$ cat config.mk
export PLATFORM = sky130hd
export DESIGN_NAME = mem_t_secuencia
export DESIGN_NICKNAME = d
export VERILOG_FILES = /design/src/rtl/mem_t_secuencia.sv
export SDC_FILE = /design/constraint.sdc
export NUM_CORES = 1
export LEC_CHECK = 0
export BUFFER_PORTS_ARGS = -buffer_cell sky130_fd_sc_hd__buf_2
export CAP_MARGIN = 20
export CORE_MARGIN = 3
export CORE_UTILIZATION = 58
export DETAILED_ROUTE_END_ITERATION = 6
export PLACE_DENSITY = 0.86
export SETUP_SLACK_MARGIN = 0.02
export SLEW_MARGIN = 20
export SYNTH_ARGS = -nofsm -noshare
export SYNTH_HDL_FRONTEND = slang
export SYNTH_SLANG_ARGS = --single-unit
$ cat constraint.sdc
create_clock -name clk -period 2.33 [get_ports clk]
set_clock_uncertainty 0.1 [all_clocks]
set_input_delay 0.1165 -clock clk [delete_from_list [all_inputs] [get_ports clk]]
set_output_delay 0.1165 -clock clk [all_outputs]
set_load 0.005 [all_outputs]
$ cat src/rtl/mem_t_secuencia.sv
// Writable pattern table with a one-shot/loop playback sequencer for the actuator output register.
// Optional macro MEM_T_HOLD_EN: a finished one-shot keeps its last entry on salida instead of IDLE_PATTERN.
module mem_t_secuencia #(
  parameter int                 WIDTH        = 11,
  parameter int                 DEPTH        = 4,
  parameter int                 AW           = 2,
  parameter logic [WIDTH-1:0]   IDLE_PATTERN = {WIDTH{1'b1}}
) (
  input  logic             clk,
  input  logic             reset,
  input  logic             wr_en,
  input  logic [AW-1:0]    wr_addr,
  input  logic [WIDTH-1:0] wr_data,
  input  logic [AW:0]      len,
  input  logic             loop,
  input  logic             start,
  input  logic             stop,
  input  logic             step,
  output logic [WIDTH-1:0] salida,
  output logic [AW-1:0]    idx,
  output logic             busy,
  output logic             done
);

  typedef enum logic {IDLE, RUN} state_t;

  localparam logic [AW:0]   DEPTH_W = (AW+1)'(DEPTH);
  localparam logic [AW:0]   LEN_ONE = (AW+1)'(1);
  localparam logic [AW-1:0] IDX_ONE = AW'(1);

  if (DEPTH < 2 || DEPTH > 16 || (2**AW) < DEPTH) begin : g_bad_cfg
    $error("mem_t_secuencia: DEPTH must be 2..16 and fit in AW address bits");
  end

  // Full power-of-two table keeps every idx value in range; entries >= DEPTH are never written.
  logic [WIDTH-1:0] tbl [2**AW];

  state_t           state, state_n;
  logic [AW-1:0]    idx_r, idx_n;
  logic [WIDTH-1:0] sal_r, sal_n;
  logic             done_r, done_n;
  logic [AW:0]      leff, last;

  always_ff @(posedge clk) begin
    if (reset) begin
      for (int i = 0; i < 2**AW; i++) tbl[i] <= IDLE_PATTERN;
    end else if (wr_en && ({1'b0, wr_addr} < DEPTH_W)) begin
      tbl[wr_addr] <= wr_data;
    end
  end

  always_comb begin
    if (len == '0)          leff = LEN_ONE;
    else if (len > DEPTH_W) leff = DEPTH_W;
    else                    leff = len;
    last = leff - LEN_ONE;
  end

  always_ff @(posedge clk) begin
    if (reset) begin
      state  <= IDLE;
      idx_r  <= '0;
      sal_r  <= IDLE_PATTERN;
      done_r <= 1'b0;
    end else begin
      state  <= state_n;
      idx_r  <= idx_n;
      sal_r  <= sal_n;
      done_r <= done_n;
    end
  end

  always_comb begin
    state_n = state;
    idx_n   = idx_r;
    done_n  = 1'b0;
`ifdef MEM_T_HOLD_EN
    sal_n   = sal_r;
`else
    sal_n   = IDLE_PATTERN;
`endif
    if (stop) begin
      state_n = IDLE;
      idx_n   = '0;
      sal_n   = IDLE_PATTERN;
    end else if (start) begin
      state_n = RUN;
      idx_n   = '0;
      sal_n   = tbl[0];
    end else if (state == RUN) begin
      if (step) begin
        // ">=" also catches idx stranded past a len that shrank mid-run
        if ({1'b0, idx_r} >= last) begin
          idx_n = '0;
          if (!loop) begin
            state_n = IDLE;
            done_n  = 1'b1;
          end
        end else begin
          idx_n = idx_r + IDX_ONE;
        end
      end
      if (state_n == RUN) begin
        sal_n = tbl[idx_n];
      end else begin
`ifdef MEM_T_HOLD_EN
        sal_n = tbl[last[AW-1:0]];
`else
        sal_n = IDLE_PATTERN;
`endif
      end
    end
  end

  assign salida = sal_r;
  assign idx    = idx_r;
  assign busy   = (state == RUN);
  assign done   = done_r;

endmodule

==> results.cfg, run 1 <==
[die]
initial_utilization = 0.626
die_y_um = 78.8
coreArea_um2 = 4910
die_w_um = 78.8
rows = 25
boundaryPins = 38
dieArea_um2 = 6210

[critical_path]
r2r-start = idx[0]$_SDFFE_PP0P_
r2r_slack_ns = 0.11
slowest_stage = dlygate4sd3_1
path_cells = inv_1 > ha_1 > nand2b_1 > a21oi_2 > nor3_1 > buf_4 > a31oi_1 > dlygate4sd3_1
regToRegEndpoint = busy$_SDFF_PP0_
cp_slowest_stage_delay_ns = 0.58
crit_type = flop to flop
crit_end = busy$_SDFF_PP0_
startpoint = idx[0]$_SDFFE_PP0P_
worst_ep_arrival_time_ns = 2.34
required_ns = 2.46
ff2ff_path_depth = 8
start_kind = flop
cp_max_fo = 4
cp-end-kind = flop

[power_and_ir_drop]
leakage_nw = 1.25
power.density_nw_per_um2 = 633
ir_worst_vdd_mv = 0.403

[global_route]
grt_usage = 0.254
antenna_found_initial = 0
grt_max_degree = 30
overflow = 0
first_global_vias = 2419
grt_pass1_wl_um = 11700

[routing]
drtIter0Drc = 245
dr.pass1.iters = 4
via_per_inst = 5.99
wl_um = 7250
vias = 2288
wl_per_cell_um = 19.0
ant_nets = 0
drc = 0

[placement]
place_hpwl_um = 4590
portBuffers = 37
pre_cts_slack_ns = -0.125
gp_congestion = 0.811

[finish]
final_nets = 336
syn_to_final_growth_pct = 17.0
n_fill_cell = 339
fin_util = 0.733
layout_commonest_cell = edfxtp_1
final_cell_mix = edfxtp_1, buf_2, nand2b_1
drive_gt1_frac = 0.276
diodes = 0

[logic_synthesis]
synth.cell_area_um2 = 3080
syn_nets = 283
synth_cells = 257
synth_seq_cells = 59
synthArstFlopShare = 0
yosys_warnings = 0
synth_enable_flop_cells = 44
ys_types = 39
yosysSeqAreaShare = 0.527
avgSynthCellArea_um2 = 12.0
synth-main-ff-cell = edfxtp_1

[clock_tree]
htreeDepth = 3
numCtsBuffers = 9
cts_setup_buffers = 0
cts_tree = done
clk_pin_slew_worst_paths_ns = 0.06
cts_sinks = 59
clk-insertion-delay-late_ns = 0.34
ctsLongestPathBuffers = 2
cts-root-buf = clkbuf_8

[sta]
setup_viol = 0
max_slew.worst_pin.slew_ns = 0.772
grt_setup_unrepaired = false
hold_viol = 0
max_freq_mhz = 451
drv_slew = 0
slew_headroom = 0.485
finalCritPeriodShare = 0.952
tns_ns = 0
finalWorstSetupSlack_ns = 0.111
post-route-min-period_ns = 2.22

[hold_path]
hold_class = input port to flop

[run]
drv_cap = 0

[run_status]
outcome = finished clean
cell usage after synthesis (all sizes together), types with 4 or more instances:
library cell | number | area (um^2)
a221oi | 11 | 140
a2bb2oi | 11 | 96.3
buf | 13 | 110
clkbuf | 7 | 26.3
dfxtp | 15 | 300
edfxtp | 44 | 1320
mux2 | 11 | 124
mux2i | 11 | 110
nand2 | 7 | 28.8
nand2b | 36 | 225
nor2 | 4 | 15.0
nor3 | 15 | 75.1
o21ai | 14 | 70.1
o22a | 11 | 96.3
o22ai | 11 | 68.8
or2 | 4 | 25.0
or2b | 11 | 82.6
report_power, final:
part	internal, mW	switching [mW]
combinational	0.123	0.129
clock	0.409	0.380
sequential	1.20	0.0381
total	1.73	0.547
final cells by class:
cell class              count  area (um^2)  share of cell area
clock buffers              13          149              0.0413
clock inverters             3         13.8             0.00382
inverters                   3         11.3             0.00313
multi-input cells         175         1310               0.365
flip-flops and latches     59         1620               0.450
well taps                  67         83.8              0.0233
repair buffers             62          408               0.113
sequential cells by signal, indices dropped and copies added, names as in the netlist:
name and flops:
done 1, salida 11, tbl 44, busy 1
idx 2
worst min path at each step:
stage | start | endpoint | slack [ns] | depth (start not counted)
2_1_floorplan | start | busy$_SDFF_PP0_ | 0.18 | 2
3_3_place_gp | stop | busy$_SDFF_PP0_ | 0.30 | 4
3_5_place_dp | wr_data[4] | tbl[1][4]$_SDFFCE_PN1P_ | 0.30 | 2
4_1_cts | wr_addr[1] | tbl[1][1]$_SDFFCE_PN1P_ | 0.02 | 3
5_1_grt | wr_addr[1] | tbl[1][1]$_SDFFCE_PN1P_ | 0.06 | 3
6_report | wr_addr[1] | tbl[1][1]$_SDFFCE_PN1P_ | 0.04 | 3
metal layers:
| layer | GRT usage | share of wire | vias to the layer above | routed length (um) |
|---|---|---|---|---|
| met5 | 0 | 0 | - | 0 |
| met2 | 0.437 | 0.53 | 91 | 3850 |
| met3 | 0.0522 | 0.076 | 9 | 549 |
| li1 | - | - | 1084 | - |
| met4 | 0.156 | 0.015 | 0 | 112 |
| met1 | 0.288 | 0.38 | 1104 | 2740 |
metrics by stage:
step	instances	hold slack, ns	total power, mW	cell area [um^2]
2_1_floorplan	257	0.181	1.40	3080
3_3_place_gp	352	0.304	1.48	3290
3_5_place_dp	352	0.304	1.49	3290
4_1_cts	382	0.0248	2.28	3600
5_1_grt	382	0.0562	2.36	3600
6_report	382	0.0384	2.28	3600
worst max-delay path, delay by kind of cell, from the launching register on:
kind	cells	cell delay (ns)
buffers and inverters	3	0.83
and+or+nand+nor	2	0.42
DFF	1	0.33
adders and majority gates	1	0.27
AOI/OAI and AO/OA	2	0.16
repair_timing:
action / 4_1_cts / 5_1_grt
hold endpoints to repair: 44 / 0
hold buffers: 14 / 0
endpoints found under the setup margin: 6 / 0
resized for setup: 1 / 0
logic make-up after synthesis:
kind of cell	Yosys count	share of synthesized area
compound gates	66	0.172
buf+inv	23	0.0480
flops	59	0.527
simple gates	83	0.161
fa+ha+maj	3	0.0122
mux	22	0.0760
xor+xnor	1	0.00285
Note: power is estimated with default switching activity, not from simulation.
==> run 2, diff against run 1 <==
==> constraint.sdc (replaced) <==
create_clock -name clk -period 2.4 [get_ports clk]
set_clock_uncertainty 0.1 [all_clocks]
set_input_delay 0.12 -clock clk [delete_from_list [all_inputs] [get_ports clk]]
set_output_delay 0.12 -clock clk [all_outputs]
set_load 0.005 [all_outputs]
==> results.cfg, run 2 (synthesis results as in run 1) <==
[global_route]
overflow = 0
grt_pass1_wl_um = 11600
antenna_found_initial = 0
grt_max_degree = 30
first_global_vias = 2409
grt_usage = 0.254

[finish]
diodes = 0
largest_reg_flops = 44
final_cell_mix = edfxtp_1, buf_2, nand2b_1
final_nets = 336
drive_gt1_frac = 0.276
layout_commonest_cell = edfxtp_1
syn_to_final_growth_pct = 17.1
top_register = tbl
n_fill_cell = 349

[clock_tree]
clk-insertion-delay-late_ns = 0.34
cts_tree = done
clk_pin_slew_worst_paths_ns = 0.07
numCtsBuffers = 9
ctsLongestPathBuffers = 2
cts-root-buf = clkbuf_8
htreeDepth = 3
cts_sinks = 59

[die]
rows = 25
initial_utilization = 0.626
dieArea_um2 = 6210
die_w_um = 78.8
die_y_um = 78.8
boundaryPins = 38
coreArea_um2 = 4910

[routing]
via_per_inst = 6.35
wl_per_cell_um = 19.3
drc = 0
drtIter0Drc = 257
vias = 2427
ant_nets = 0
wl_um = 7380
dr.pass1.iters = 5

[critical_path]
cp_max_fo = 4
crit_type = flop to flop
path_cells = inv_1 > ha_1 > nand2b_1 > a21oi_2 > nor3_1 > buf_4 > a31oi_1 > dlygate4sd3_1
cp_slowest_stage_delay_ns = 0.58
start_kind = flop
slowest_stage = dlygate4sd3_1
cp-end-kind = flop
worst_ep_arrival_time_ns = 2.32
required_ns = 2.53

[power_and_ir_drop]
clkPwrFrac = 0.350
p_int_mw = 1.68
sequentialPowerShare = 0.539
leakage_nw = 1.25
p_switching_uw = 545
pwr-share-comb = 0.111
power.density_nw_per_um2 = 618
switching_share = 0.245
ir_worst_vdd_mv = 0.353

[placement]
gp_congestion = 0.845
pre_cts_slack_ns = -0.103
portBuffers = 37
place_hpwl_um = 4570

[sta]
grt_setup_unrepaired = false
holdWs_ns = 0.0481
max_slew.worst_pin.slew_ns = 0.676
hold_viol = 0
post-route-min-period_ns = 2.20
finalCritPeriodShare = 0.915
drv_slew = 0
finalWorstSetupSlack_ns = 0.204
setup_viol = 0
max_freq_mhz = 455
slew_headroom = 0.548

[hold_path]
hold_class = input port to flop

[run_status]
outcome = finished clean

[run]
drv_cap = 0
-- run 2: cell counts in the layout (fill, tap and decap cells not counted) --
Identical to the previous run, type by type.
-- run 2: power groups by stage --
| stage | clock [mW] | sequential (mW) | combinational (mW) |
|---|---|---|---|
| CTS | 0.782 | 1.20 | 0.244 |
| global placement | 0 | 1.22 | 0.215 |
| global route | 0.836 | 1.21 | 0.268 |
| finish | 0.779 | 1.20 | 0.248 |
| floorplan | 0 | 1.21 | 0.150 |
| detailed placement | 0 | 1.22 | 0.226 |
-- run 2: final timing paths --
path	startpoint	to	slack [ns]	cells after the start
worst max register to register	idx[0]$_SDFFE_PP0P_	busy$_SDFF_PP0_	0.20	8
worst min register to register	busy$_SDFF_PP0_	done$_SDFF_PP0_	0.44	1
worst min-delay path	wr_addr[1]	tbl[1][1]$_SDFFCE_PN1P_	0.05	3
worst max-delay path	idx[0]$_SDFFE_PP0P_	busy$_SDFF_PP0_	0.20	8
-- run 2: cell type report --
| class | instances | area, um^2 | area share |
|---|---|---|---|
| Sequential cell | 59 | 1620 | 0.450 |
| Timing Repair Buffer | 62 | 412 | 0.114 |
| Tap cell | 67 | 83.8 | 0.0233 |
| Multi-Input combinational cell | 175 | 1310 | 0.364 |
| Clock inverter | 3 | 15.0 | 0.00417 |
| Clock buffer | 13 | 149 | 0.0413 |
| Inverter | 3 | 11.3 | 0.00312 |
-- run 2: repair_timing --
action                     4_1_cts  5_1_grt
buffers inserted                 0        0
hold endpoints to repair        45        0
setup endpoints to repair        0       11
resized for setup                0        1
hold buffers                    14        0
-- run 2: per-stage QoR --
| step | cell area, um^2 | util | std cells | setup TNS (ns) | power, mW |
|---|---|---|---|---|---|
| 3_3_place_gp | 3280 | 0.669 | 351 | 0 | 1.43 |
| 6_report | 3600 | 0.734 | 382 | 0 | 2.23 |
| 5_1_grt | 3600 | 0.734 | 382 | 0 | 2.31 |
| 2_1_floorplan | 3080 | - | 257 | 0 | 1.36 |
| 3_5_place_dp | 3300 | 0.671 | 352 | -0.755 | 1.45 |
| 4_1_cts | 3600 | 0.733 | 382 | 0 | 2.23 |
-- run 2: metal layers --
layer  global-route usage  vias up  wire length (um)
met2                0.439      151              3770
met4                0.149        0               242
met5                    0        -                 0
met1                0.282     1168              2800
met3               0.0680       26               558
li1                     -     1082                 -
-- run 2: worst max-delay path: cells and delay by family, from the launching register on --
kind / cells / cell delay (ns)
flops: 1 / 0.32
simple gates: 2 / 0.41
buf+inv: 3 / 0.83
fa+ha+maj: 1 / 0.27
compound gates: 2 / 0.16
